`config.mk`:
```
export PLATFORM = sky130hd
export DESIGN_NAME = path_lock_arbiter
export DESIGN_NICKNAME = d
export VERILOG_FILES = /design/src/rtl/path_lock_arbiter.sv
export SDC_FILE = /design/constraint.sdc
export NUM_CORES = 1
export LEC_CHECK = 0
export ABC_AREA = 1
export CORE_MARGIN = 3
export CORE_UTILIZATION = 25
export CTS_BUF_LIST = sky130_fd_sc_hd__clkbuf_8 sky130_fd_sc_hd__clkbuf_16
export CTS_CLUSTER_DIAMETER = 100
export DETAILED_ROUTE_END_ITERATION = 16
export HOLD_SLACK_MARGIN = 0.1
export SLEW_MARGIN = 30
export SYNTH_ARGS = -nofsm -noshare
export SYNTH_HDL_FRONTEND = slang
export SYNTH_SLANG_ARGS = --single-unit
export TNS_END_PERCENT = 1
```
`constraint.sdc`:
```
create_clock -name clk -period 17.3 [get_ports clk]
set_input_delay 4.325 -clock clk [delete_from_list [all_inputs] [get_ports clk]]
set_output_delay 4.325 -clock clk [all_outputs]
set_load 0.02 [all_outputs]
```
`src/rtl/path_lock_arbiter.sv`:
```
// Path-position lock arbiter: requesters latch a position mask, wait until it does
// not conflict with held positions, and are granted one at a time in round-robin order.
module path_lock_arbiter #(
  parameter int NREQ = 4,
  parameter int NPOS = 64
) (
  input  logic                 clk,
  input  logic                 rst,
  input  logic [NREQ-1:0]      req,
  input  logic [NREQ*NPOS-1:0] req_mask,
  input  logic [NREQ-1:0]      rel,
  output logic [NREQ-1:0]      grant,
  output logic [NREQ-1:0]      held,
  output logic [NPOS-1:0]      lock_map,
  output logic [31:0]          stall_cnt
);

  localparam int          RRW    = (NREQ > 1) ? $clog2(NREQ) : 1;
  localparam int unsigned NREQ_U = NREQ;

  typedef enum logic [1:0] {ST_IDLE, ST_WAIT, ST_HELD} st_t;

  st_t             state [NREQ];
  logic [NPOS-1:0] mask  [NREQ];
  logic [RRW-1:0]  rr;

  logic [NREQ-1:0] cand;
  logic [NREQ-1:0] gnt_vec;
  logic            gnt_vld;
  logic [RRW-1:0]  gnt_idx;
  logic [RRW-1:0]  rr_next;
  logic            any_wait;
  logic [NPOS-1:0] lock_next;

  // A waiter is eligible only if still requesting and clear of the pre-edge lock_map.
  always_comb begin
    cand     = '0;
    any_wait = 1'b0;
    for (int unsigned r = 0; r < NREQ_U; r++) begin
      held[r] = (state[r] == ST_HELD);
      if (state[r] == ST_WAIT) begin
        any_wait = 1'b1;
        if (req[r] && ((mask[r] & lock_map) == '0))
          cand[r] = 1'b1;
      end
    end
  end

  always_comb begin
    int unsigned idx;
    idx     = 0;
    gnt_vld = 1'b0;
    gnt_idx = '0;
    gnt_vec = '0;
    for (int unsigned i = 0; i < NREQ_U; i++) begin
      idx = (32'(rr) + i) % NREQ_U;
      if (!gnt_vld && cand[idx]) begin
        gnt_vld = 1'b1;
        gnt_idx = RRW'(idx);
      end
    end
    if (gnt_vld)
      gnt_vec[gnt_idx] = 1'b1;
    rr_next = (32'(gnt_idx) == NREQ_U - 1) ? '0 : gnt_idx + 1'b1;
  end

  // lock_map is rebuilt from the set that will be HELD after the edge.
  always_comb begin
    lock_next = '0;
    for (int unsigned r = 0; r < NREQ_U; r++) begin
      if ((state[r] == ST_HELD && !rel[r]) || gnt_vec[r])
        lock_next = lock_next | mask[r];
    end
  end

  always_ff @(posedge clk or posedge rst) begin
    if (rst) begin
      for (int unsigned r = 0; r < NREQ_U; r++) begin
        state[r] <= ST_IDLE;
        mask[r]  <= '0;
      end
      lock_map  <= '0;
      grant     <= '0;
      rr        <= '0;
      stall_cnt <= '0;
    end else begin
      grant    <= gnt_vec;
      lock_map <= lock_next;
      if (gnt_vld)
        rr <= rr_next;
      if (any_wait && !gnt_vld && stall_cnt != '1)
        stall_cnt <= stall_cnt + 32'd1;
      for (int unsigned r = 0; r < NREQ_U; r++) begin
        case (state[r])
          ST_IDLE: if (req[r]) begin
            state[r] <= ST_WAIT;
            mask[r]  <= req_mask[r*NPOS +: NPOS];
          end
          ST_WAIT: begin
            if (gnt_vec[r])
              state[r] <= ST_HELD;
            else if (!req[r])
              state[r] <= ST_IDLE;
          end
          ST_HELD: if (rel[r])
            state[r] <= ST_IDLE;
          default: state[r] <= ST_IDLE;
        endcase
      end
    end
  end

endmodule

```
==> impl_metrics.ini, run 1 <==
[sta]
fin_crit_ns = 7.65
fin_tns_setup_ns = 0
tightest_slew_ns = 0.848
fmax_mhz = 131
final_max_slew_viol_count = 0
rsz0062_at_grt = false
fin_crit_sh_pct = 44.2
setup_viol = 0
relSlewSlack_pct = 43.5
fin_worst_skew_ns = 0.0203
final_hold_viol_count = 0

[yosys]
synth.avg_cell_area_um2 = 8.89
netlist_area_um2 = 17800
post-synth-top-area-cell = dfrtp_1
synth_area_leaders = dfrtp_1, nand2_1, mux2_2, inv_1, nor2_1
synth_edf_count = 0
synth_flop_cell = dfrtp_1
yosysUniqueCellTypes = 31
async_flop_share_pct = 100
syn-num-nets = 2276
synthCells = 2005
ys_seq_elements = 366
yosysWarnings = 0
yosysSeqAreaShare_pct = 51.4
synth_top_area_share_pct = 51.4

[finish]
drive_gt1_share_pct = 15.3
fin_area_um2 = 24200
syn_to_final_growth_pct = 35.6
num-fill-cells = 7200
nets = 2645

[cts]
cts_root_buf = clkbuf_16
clock_latency_ns = 0.59
ctsResizeCount = 0
cts_max_path_buffers = 3
h-tree-depth = 2
tritoncts = built
cts_made_buffers = 46
post_cts_buffers = 0
path_clk_slew_ns = 0.06
postCtsHoldBufs = 0
clock-sinks = 366

[floorplan]
start_util_pct = 25.4
io_pins = 370
die_x_um = 273
core_um2 = 70300
rows = 97
die-area_um2 = 74500
die_y_um = 273

[min_path]
worstHoldPathType = reg -> reg
min_path_cells = 2

[global_route]
grtUsageTotal_pct = 18.8
grt_pass1_wl_mm = 102
grt_pass1_vias = 14700
grt_max_degree = 109
overflow = 0
antenna_found_initial = 9

[detailed_routing]
dr.pass1.iters = 5
drc = 0
drt-initial-drc-count = 870
wire_per_inst_um = 21.3
vias = 14700
wl_mm = 71.4
drtAntennaViolNets = 0
viasPerCell = 4.40

[setup_path]
arrival_ns = 8.12
worstPathRequired_ns = 17.77
cp-end-kind = flip-flop
path_class = in -> reg
r2r_cells = 23
worstSetupStartpointType = input port
path_max_fanout = 48

[power_and_ir_drop]
powerDensity_nw_per_um2 = 193
vdd_ir_drop_max_mv = 0.223
total_leakage_power_uw = 0.0112

[placement]
placement.io_buffers = 369
placed_area_um2 = 22500
place_hpwl_mm = 53.5
gp_congestion = 0.844

[run_status]
status = complete, no violations

[flow_run]
max-cap-violations = 0
## logic make-up after synthesis
logic type | count (synthesis) | synth area share, %
AOI/OAI and AO/OA | 19 | 0.548
buffers and inverters | 239 | 5.52
xor gates and xnor gates | 27 | 1.33
muxes | 256 | 16.2
and+or+nand+nor | 1093 | 24.7
adders and majority gates | 5 | 0.351
DFF | 366 | 51.4
## registers in the layout, indices dropped and copies added (netlist names)
register,cells
mask,256
lock_map,64
stall_cnt,32
state,8
grant,4
rr,2
## worst max-delay path: stages
cell and delay (ns):
clkdlybuf4s50_1 0.64, nand3_1 0.18, nor2_1 0.17, nand3_1 0.10
nand2_1 0.11, nand2_1 0.07, nand2_1 0.13, o21bai_1 0.10
or2_2 0.27, o21ai_0 0.37, inv_1 0.13, ha_1 0.21
nand2_1 0.14, nand2_2 0.31, buf_4 0.49, nand2_1 0.16
nand2_1 0.06, inv_1 0.05, nand2_1 0.04
## final cells by class
| cell class | count | area, µm² | share of cell area [%] |
|---|---|---|---|
| sequential | 366 | 9160 | 37.9 |
| multi-input combinational | 1400 | 7760 | 32.1 |
| timing repair buffer | 378 | 3770 | 15.6 |
| clock buffer | 56 | 1300 | 5.38 |
| tap | 940 | 1180 | 4.87 |
| inverter | 182 | 691 | 2.86 |
| clock inverter | 26 | 279 | 1.16 |
| antenna | 5 | 12.5 | 0.0518 |
## layer usage
metal / part of all wire (%) / vias to the layer above / GRT usage [%] / wire [µm]
li1: - / 7033 / - / -
met5: 0.057 / - / 0 / 41
met1: 44 / 7189 / 24.9 / 31700
met2: 46 / 400 / 30.3 / 33100
met3: 5.8 / 111 / 4.11 / 4140
met4: 3.4 / 6 / 6.56 / 2410
## cell usage after synthesis (10+ instances only)
library cell,count
nand2_1,901
dfrtp_1,366
mux2_2,256
inv_1,179
nor2_1,84
nand4_1,31
clkbuf_1,29
nand3_1,28
buf_4,18
xor2_1,18
o21ai_0,12
nor3_1,10
## path summary, 6_finish.rpt
path / start / to / slack, ns
max: req[2] / lock_map[14] / 9.65
min: stall_cnt[27] / stall_cnt[27] / 0.52
max reg2reg: lock_map[46] / lock_map[14] / 12.58
min reg2reg: stall_cnt[27] / stall_cnt[27] / 0.52
max in group asynchronous: rst / lock_map[10] / 10.84
min in group asynchronous: rst / mask[183] / 4.30
## power by group
part / switching (µW) / leakage [µW] / internal (µW) / total, µW
logic: 1330 / 0.00596 / 777 / 2110
clock network: 398 / 0.000809 / 608 / 1010
registers: 313 / 0.00446 / 1250 / 1560
total: 2040 / 0.0112 / 2630 / 4670
## cell usage in the layout (no fill, tap or decap), drive strengths merged
cell type / netlist / final
nand3b: 7 / 7
diode: 0 / 5
clkinvlp: 0 / 3
nand4: 32 / 32
nor3: 14 / 14
xor2: 18 / 18
o21ai: 18 / 18
dfrtp: 366 / 366
buf: 28 / 9
nor3b: 1 / 1
mux2: 256 / 256
nor2: 92 / 92
or2: 1 / 1
nand2: 910 / 910
nand3: 29 / 29
bufinv: 0 / 5
clkdlybuf4s50: 0 / 369
o21bai: 1 / 1
inv: 182 / 197
clkbuf: 29 / 56
clkinv: 0 / 3
xnor2: 9 / 9
ha: 5 / 5
nor4: 7 / 7
## through the flow
stage	power (µW)	hold WS [ns]	util [%]	setup slack, ns	instances
3_3_place_gp	3640	0.507	32.1	9.12	3266
2_1_floorplan	2980	0.502	-	2.81	2005
5_1_grt	5060	0.546	34.4	9.30	3350
6_report	4670	0.522	34.4	9.65	3353
3_5_place_dp	3700	0.512	32.1	9.04	3266
4_1_cts	4730	0.521	34.3	9.65	3348
(Power assumes the default switching activity.)
==> inputs of run 2 (changes only) <==
==> constraint.sdc (replaced) <==
create_clock -name clk -period 7.5 [get_ports clk]
set_input_delay 1.875 -clock clk [delete_from_list [all_inputs] [get_ports clk]]
set_output_delay 1.875 -clock clk [all_outputs]
set_load 0.02 [all_outputs]
==> run 2 against run 1 <==
First-iteration DRC count up 21%. Worst setup slack worse by 7.2 ns. Critical path type unchanged. Critical endpoint is now lock_map[25]. Highest routed layer unchanged. Critical path depth is 1 lower. Largest power group unchanged. Register-to-register slack got worse by 9.6 ns. Worst hold slack got worse by 0.0050 ns. Routed wire length about the same. Cell count rose by 0.21%.
==> impl_metrics.ini, run 2 (synthesis gave the netlist of run 1 again) <==
[floorplan]
die-area_um2 = 74500
rows = 97
start_util_pct = 25.4
core_um2 = 70300
die_x_um = 273
io_pins = 370
die_y_um = 273

[finish]
layout.cells.most_common = nand2_1
multi_input_area_um2 = 7740
num-fill-cells = 7305
fin_util_pct = 34.4
drive_gt1_share_pct = 15.5
largest_register = mask
largest_reg_flops = 256
final_cell_mix = nand2_1, clkdlybuf4s50_1, dfrtp_1
finalNonFillerCells = 3360
syn_to_final_growth_pct = 35.8
nets = 2648
top_regs = mask: 256 flops, lock_map: 64 flops, stall_cnt: 32 flops
regArea_um2 = 9160

[min_path]
min_path_cells = 1
min_from = stall_cnt[0]
worstHoldEndpoint = stall_cnt[0]
worstHoldPathType = reg -> reg

[sta]
tightest_slew_ns = 0.970
final_max_slew_viol_count = 0
fin_crit_ns = 5.09
setup_viol = 0
fmax_mhz = 197
fin_worst_skew_ns = 0.0220
fin_tns_setup_ns = 0
fin_crit_sh_pct = 67.8
rsz0062_at_grt = false
final_hold_viol_count = 0
relSlewSlack_pct = 35.3

[cts]
h-tree-depth = 2
post_cts_buffers = 0
clock-sinks = 366
cts_made_buffers = 46
path_clk_slew_ns = 0.06
clock_latency_ns = 0.58
cts_max_path_buffers = 3
postCtsHoldBufs = 0
ctsResizeCount = 0
cts_root_buf = clkbuf_16
tritoncts = built

[detailed_routing]
wire_per_inst_um = 21.2
drt-initial-drc-count = 1050
drtAntennaViolNets = 0
dr.pass1.iters = 5
viasPerCell = 4.41
drc = 0
wl_mm = 71.4
vias = 14800

[global_route]
overflow = 0
grtUsageTotal_pct = 18.9
grt_max_degree = 104
grt_pass1_wl_mm = 102
grt_pass1_vias = 14900
antenna_found_initial = 14

[setup_path]
cp-end-kind = flip-flop
slowest_delay_ns = 0.65
reg2reg_to = lock_map[25]
cp_slowest_cell = clkdlybuf4s50_1
worstSetupStartpointType = input port
path_class = in -> reg
path_cells = clkdlybuf4s50_1 -> nand3_1 -> nor2_1 -> nand3_1 -> nand2_1 -> nand2_1 -> nand2_1 -> o21bai_1 -> or2_2 -> o21ai_0 -> ha_1 -> nand2_2 -> nand2_2 -> buf_12 -> nand2_1 -> nand2_1 -> inv_1 -> nand2_1
reg2reg_slack_ns = 3.03
path_max_fanout = 37
worstPathRequired_ns = 8.01
r2r_start = lock_map[52]
r2r_cells = 22
arrival_ns = 5.59
crit_top_cell = nand2_1

[run_status]
status = complete, no violations

[placement]
place_hpwl_mm = 53.7
placement.io_buffers = 369
gp_congestion = 0.828
dp.cells = 3268

[power_and_ir_drop]
powerDensity_nw_per_um2 = 443
vdd_ir_drop_max_mv = 0.556
total_leakage_power_uw = 0.0112

[flow_run]
max-cap-violations = 0
## run 2: layout make-up
type | instances | share of cell area (%)
Clock buffer | 54 | 5.21
Timing Repair Buffer | 381 | 16.0
Clock inverter | 29 | 1.15
Multi-Input combinational cell | 1400 | 32.0
Tap cell | 940 | 4.86
Antenna cell | 8 | 0.0828
Inverter | 182 | 2.84
Sequential cell | 366 | 37.9
## run 2: power by group
part           switching [µW]  internal, µW  leakage [µW]  total [µW]
Sequential                762          2880       0.00446        3640
Combinational            2980          1810       0.00598        4790
Clock                     933          1340      0.000788        2270
Total                    4670          6040        0.0112       10700
## run 2: worst max-delay path by stage
stage            from            to  slack [ns]
3_5_place_dp   req[2]  lock_map[27]        1.82
4_1_cts        req[2]  lock_map[25]        2.42
3_3_place_gp   req[2]  lock_map[19]        1.77
6_report       req[2]  lock_map[25]        2.41
5_1_grt        req[2]  lock_map[61]        2.06
2_1_floorplan     rst      grant[0]        0.71
## run 2: stage by stage
stage	cell area (µm²)	hold WS (ns)	setup slack, ns	total power (µW)
4_1_cts	24100	0.524	2.42	10900
2_1_floorplan	17800	0.502	0.715	6890
6_report	24200	0.517	2.41	10700
5_1_grt	24200	0.539	2.06	11600
3_3_place_gp	22600	0.513	1.77	8430
3_5_place_dp	22600	0.517	1.82	8540
## run 2: critical path, delay by kind of cell
kind,cells,cell delay [ns]
buf+inv,3,1.01
compound gates,2,0.46
fa+ha+maj,1,0.24
simple gates,12,1.93
## run 2: routing by layer
metal	track usage, %	share of wire [%]	wire [µm]	vias to the layer above
met4	7.05	3.7	2620	12
li1	-	-	-	7057
met5	0	0.11	76	-
met3	4.28	6.6	4680	112
met1	25.1	44	31500	7176
met2	30.0	45	32500	455
==> inputs of run 3 (changes only) <==
==> constraint.sdc (replaced) <==
create_clock -name clk -period 4.4 [get_ports clk]
set_input_delay 1.1 -clock clk [delete_from_list [all_inputs] [get_ports clk]]
set_output_delay 1.1 -clock clk [all_outputs]
set_load 0.02 [all_outputs]
==> run 3 against run 2 <==
First-iteration DRC count is 21% lower. Die area stayed put. Utilization is 0.31 points higher. Worst hold slack better by 0.011 ns. Sequential share of layout area is 0.34 points lower. Worst setup slack worse by 2.0 ns. Clock power is 76% higher. Cell area is 0.90% higher.
==> impl_metrics.ini, run 3 (synthesis gave the netlist of run 1 again) <==
[placement]
place_worst_setup_slack_ns = 0.216
placement.io_buffers = 369
gp_congestion = 0.871
place_hpwl_mm = 54.8

[floorplan]
io_pins = 370
die_x_um = 273
rows = 97
die-area_um2 = 74500
core_um2 = 70300
die_y_um = 273
start_util_pct = 25.4

[sta]
fin_ws_ns = 0.451
fin_tns_setup_ns = 0
rsz0062_at_grt = false
fin_crit_ns = 3.95
fin_worst_skew_ns = 0.0144
fin_crit_sh_pct = 89.8
setup_viol = 0
final_max_slew_viol_count = 0
fmax_mhz = 253
relSlewSlack_pct = 49.3
final_hold_viol_count = 0
tightest_slew_ns = 0.760

[power_and_ir_drop]
power_frac_comb_pct = 45.8
total_leakage_power_uw = 0.0114
power_frac_seq_pct = 32.9
switchingPower_uw = 8060
switching_share_pct = 43.0
p_int_uw = 10700
powerDensity_nw_per_um2 = 769
vdd_ir_drop_max_mv = 0.735
pwr-share-clk_pct = 21.3

[finish]
num-fill-cells = 7216
largest_register = mask
layout.cells.most_common = nand2_1
drive_gt1_share_pct = 16.2
largest_reg_flops = 256
nets = 2666
top_regs = mask: 256 flops, lock_map: 64 flops, stall_cnt: 32 flops
final_cell_mix = nand2_1, clkdlybuf4s50_1, dfrtp_1
syn_to_final_growth_pct = 37.0

[detailed_routing]
drc = 0
drtAntennaViolNets = 0
dr.pass1.iters = 5
vias = 14800
viasPerCell = 4.40
wl_mm = 71.5
wire_per_inst_um = 21.2
drt-initial-drc-count = 832

[setup_path]
arrival_ns = 4.41
reg2reg_slack_ns = 0.45
crit_top_cell = nand2_1
cp_slowest_cell = dfrtp_1
path_buf_inv = 3
path_cells = nand2_1 -> nand2_1 -> nor2_1 -> nand2_1 -> nor2_1 -> nand2_1 -> nor2_1 -> nand3_1 -> nand2_1 -> nand2_1 -> nand2_1 -> o21bai_1 -> or2_2 -> o21ai_0 -> inv_1 -> ha_1 -> nand2_1 -> nand2_2 -> buf_12 -> nand2_1 -> nand2_1 -> inv_1 -> nand2_1
cp_top_family = simple AND/OR/NAND/NOR gates
r2r_start = lock_map[63]
worstSetupStartpointType = flip-flop
cp-end-kind = flip-flop
path_class = reg -> reg
reg2reg_to = lock_map[41]
r2r_cells = 23
slowest_delay_ns = 0.46
path_max_fanout = 64
worstPathRequired_ns = 4.86

[min_path]
min_from = mask[8]
min_path_cells = 1
worstHoldEndpoint = mask[8]
worstHoldPathType = reg -> reg

[cts]
cts_root_buf = clkbuf_16
clock_latency_ns = 0.57
post_cts_buffers = 0
postCtsHoldBufs = 0
h-tree-depth = 2
tritoncts = built
cts_made_buffers = 45
clock-sinks = 366
cts_max_path_buffers = 3
ctsResizeCount = 0
path_clk_slew_ns = 0.06

[global_route]
antenna_found_initial = 11
grt_pass1_vias = 14700
overflow = 0
grt_max_degree = 86
grtUsageTotal_pct = 18.9
grt_pass1_wl_mm = 102

[run_status]
status = complete, no violations

[flow_run]
max-cap-violations = 0
-- run 3: cell count changes in the layout (fill, tap and decap cells not counted), sizes merged --
cell,change
bufinv,+3
clkinv,+3
buf,+19
inv,-3
clkinvlp,-3
clkbuf,-1
diode,-1
-- run 3: layout make-up --
| class | count | area [µm²] | area share (%) |
|---|---|---|---|
| Tap cell | 940 | 1180 | 4.82 |
| Multi-Input combinational cell | 1400 | 7720 | 31.7 |
| Timing Repair Buffer | 400 | 4050 | 16.6 |
| Antenna cell | 7 | 17.5 | 0.0718 |
| Clock buffer | 53 | 1260 | 5.16 |
| Inverter | 182 | 687 | 2.81 |
| Clock inverter | 29 | 329 | 1.35 |
| Sequential cell | 366 | 9160 | 37.5 |
-- run 3: worst max path at each step --
stage	startpoint	endpoint	slack, ns	cells after the start
2_1_floorplan	rst	grant[0]	-1.61	1
3_3_place_gp	req[2]	lock_map[41]	0.25	19
3_5_place_dp	req[2]	lock_map[62]	0.22	19
4_1_cts	lock_map[52]	lock_map[62]	0.40	23
5_1_grt	lock_map[52]	lock_map[7]	0.01	23
6_report	lock_map[63]	lock_map[41]	0.45	23
-- run 3: metal layers --
layer	global-route usage [%]	wire (µm)	up-vias
li1	-	-	7061
met1	25.2	31700	7224
met2	30.3	32900	438
met3	4.22	4470	107
met4	6.29	2300	12
met5	0	74	-
-- run 3: power groups by stage --
stage,combinational (µW),sequential [µW],clock [µW]
6_report,8600,6160,4000
5_1_grt,9620,6360,4260
4_1_cts,8700,6150,4120
3_5_place_dp,8680,6190,0
3_3_place_gp,8480,6180,0
2_1_floorplan,5850,5890,0
-- run 3: per-stage QoR --
stage               power (µW)  cells  util, %  hold WS (ns)  cell area (µm²)
floorplan                11700   2005        -         0.502            17800
CTS                      19000   3370     34.7         0.530            24400
detailed placement       14900   3288     32.4         0.518            22800
global route             20200   3372     34.7         0.545            24400
global placement         14700   3288     32.4         0.513            22800
finish                   18800   3377     34.7         0.528            24400
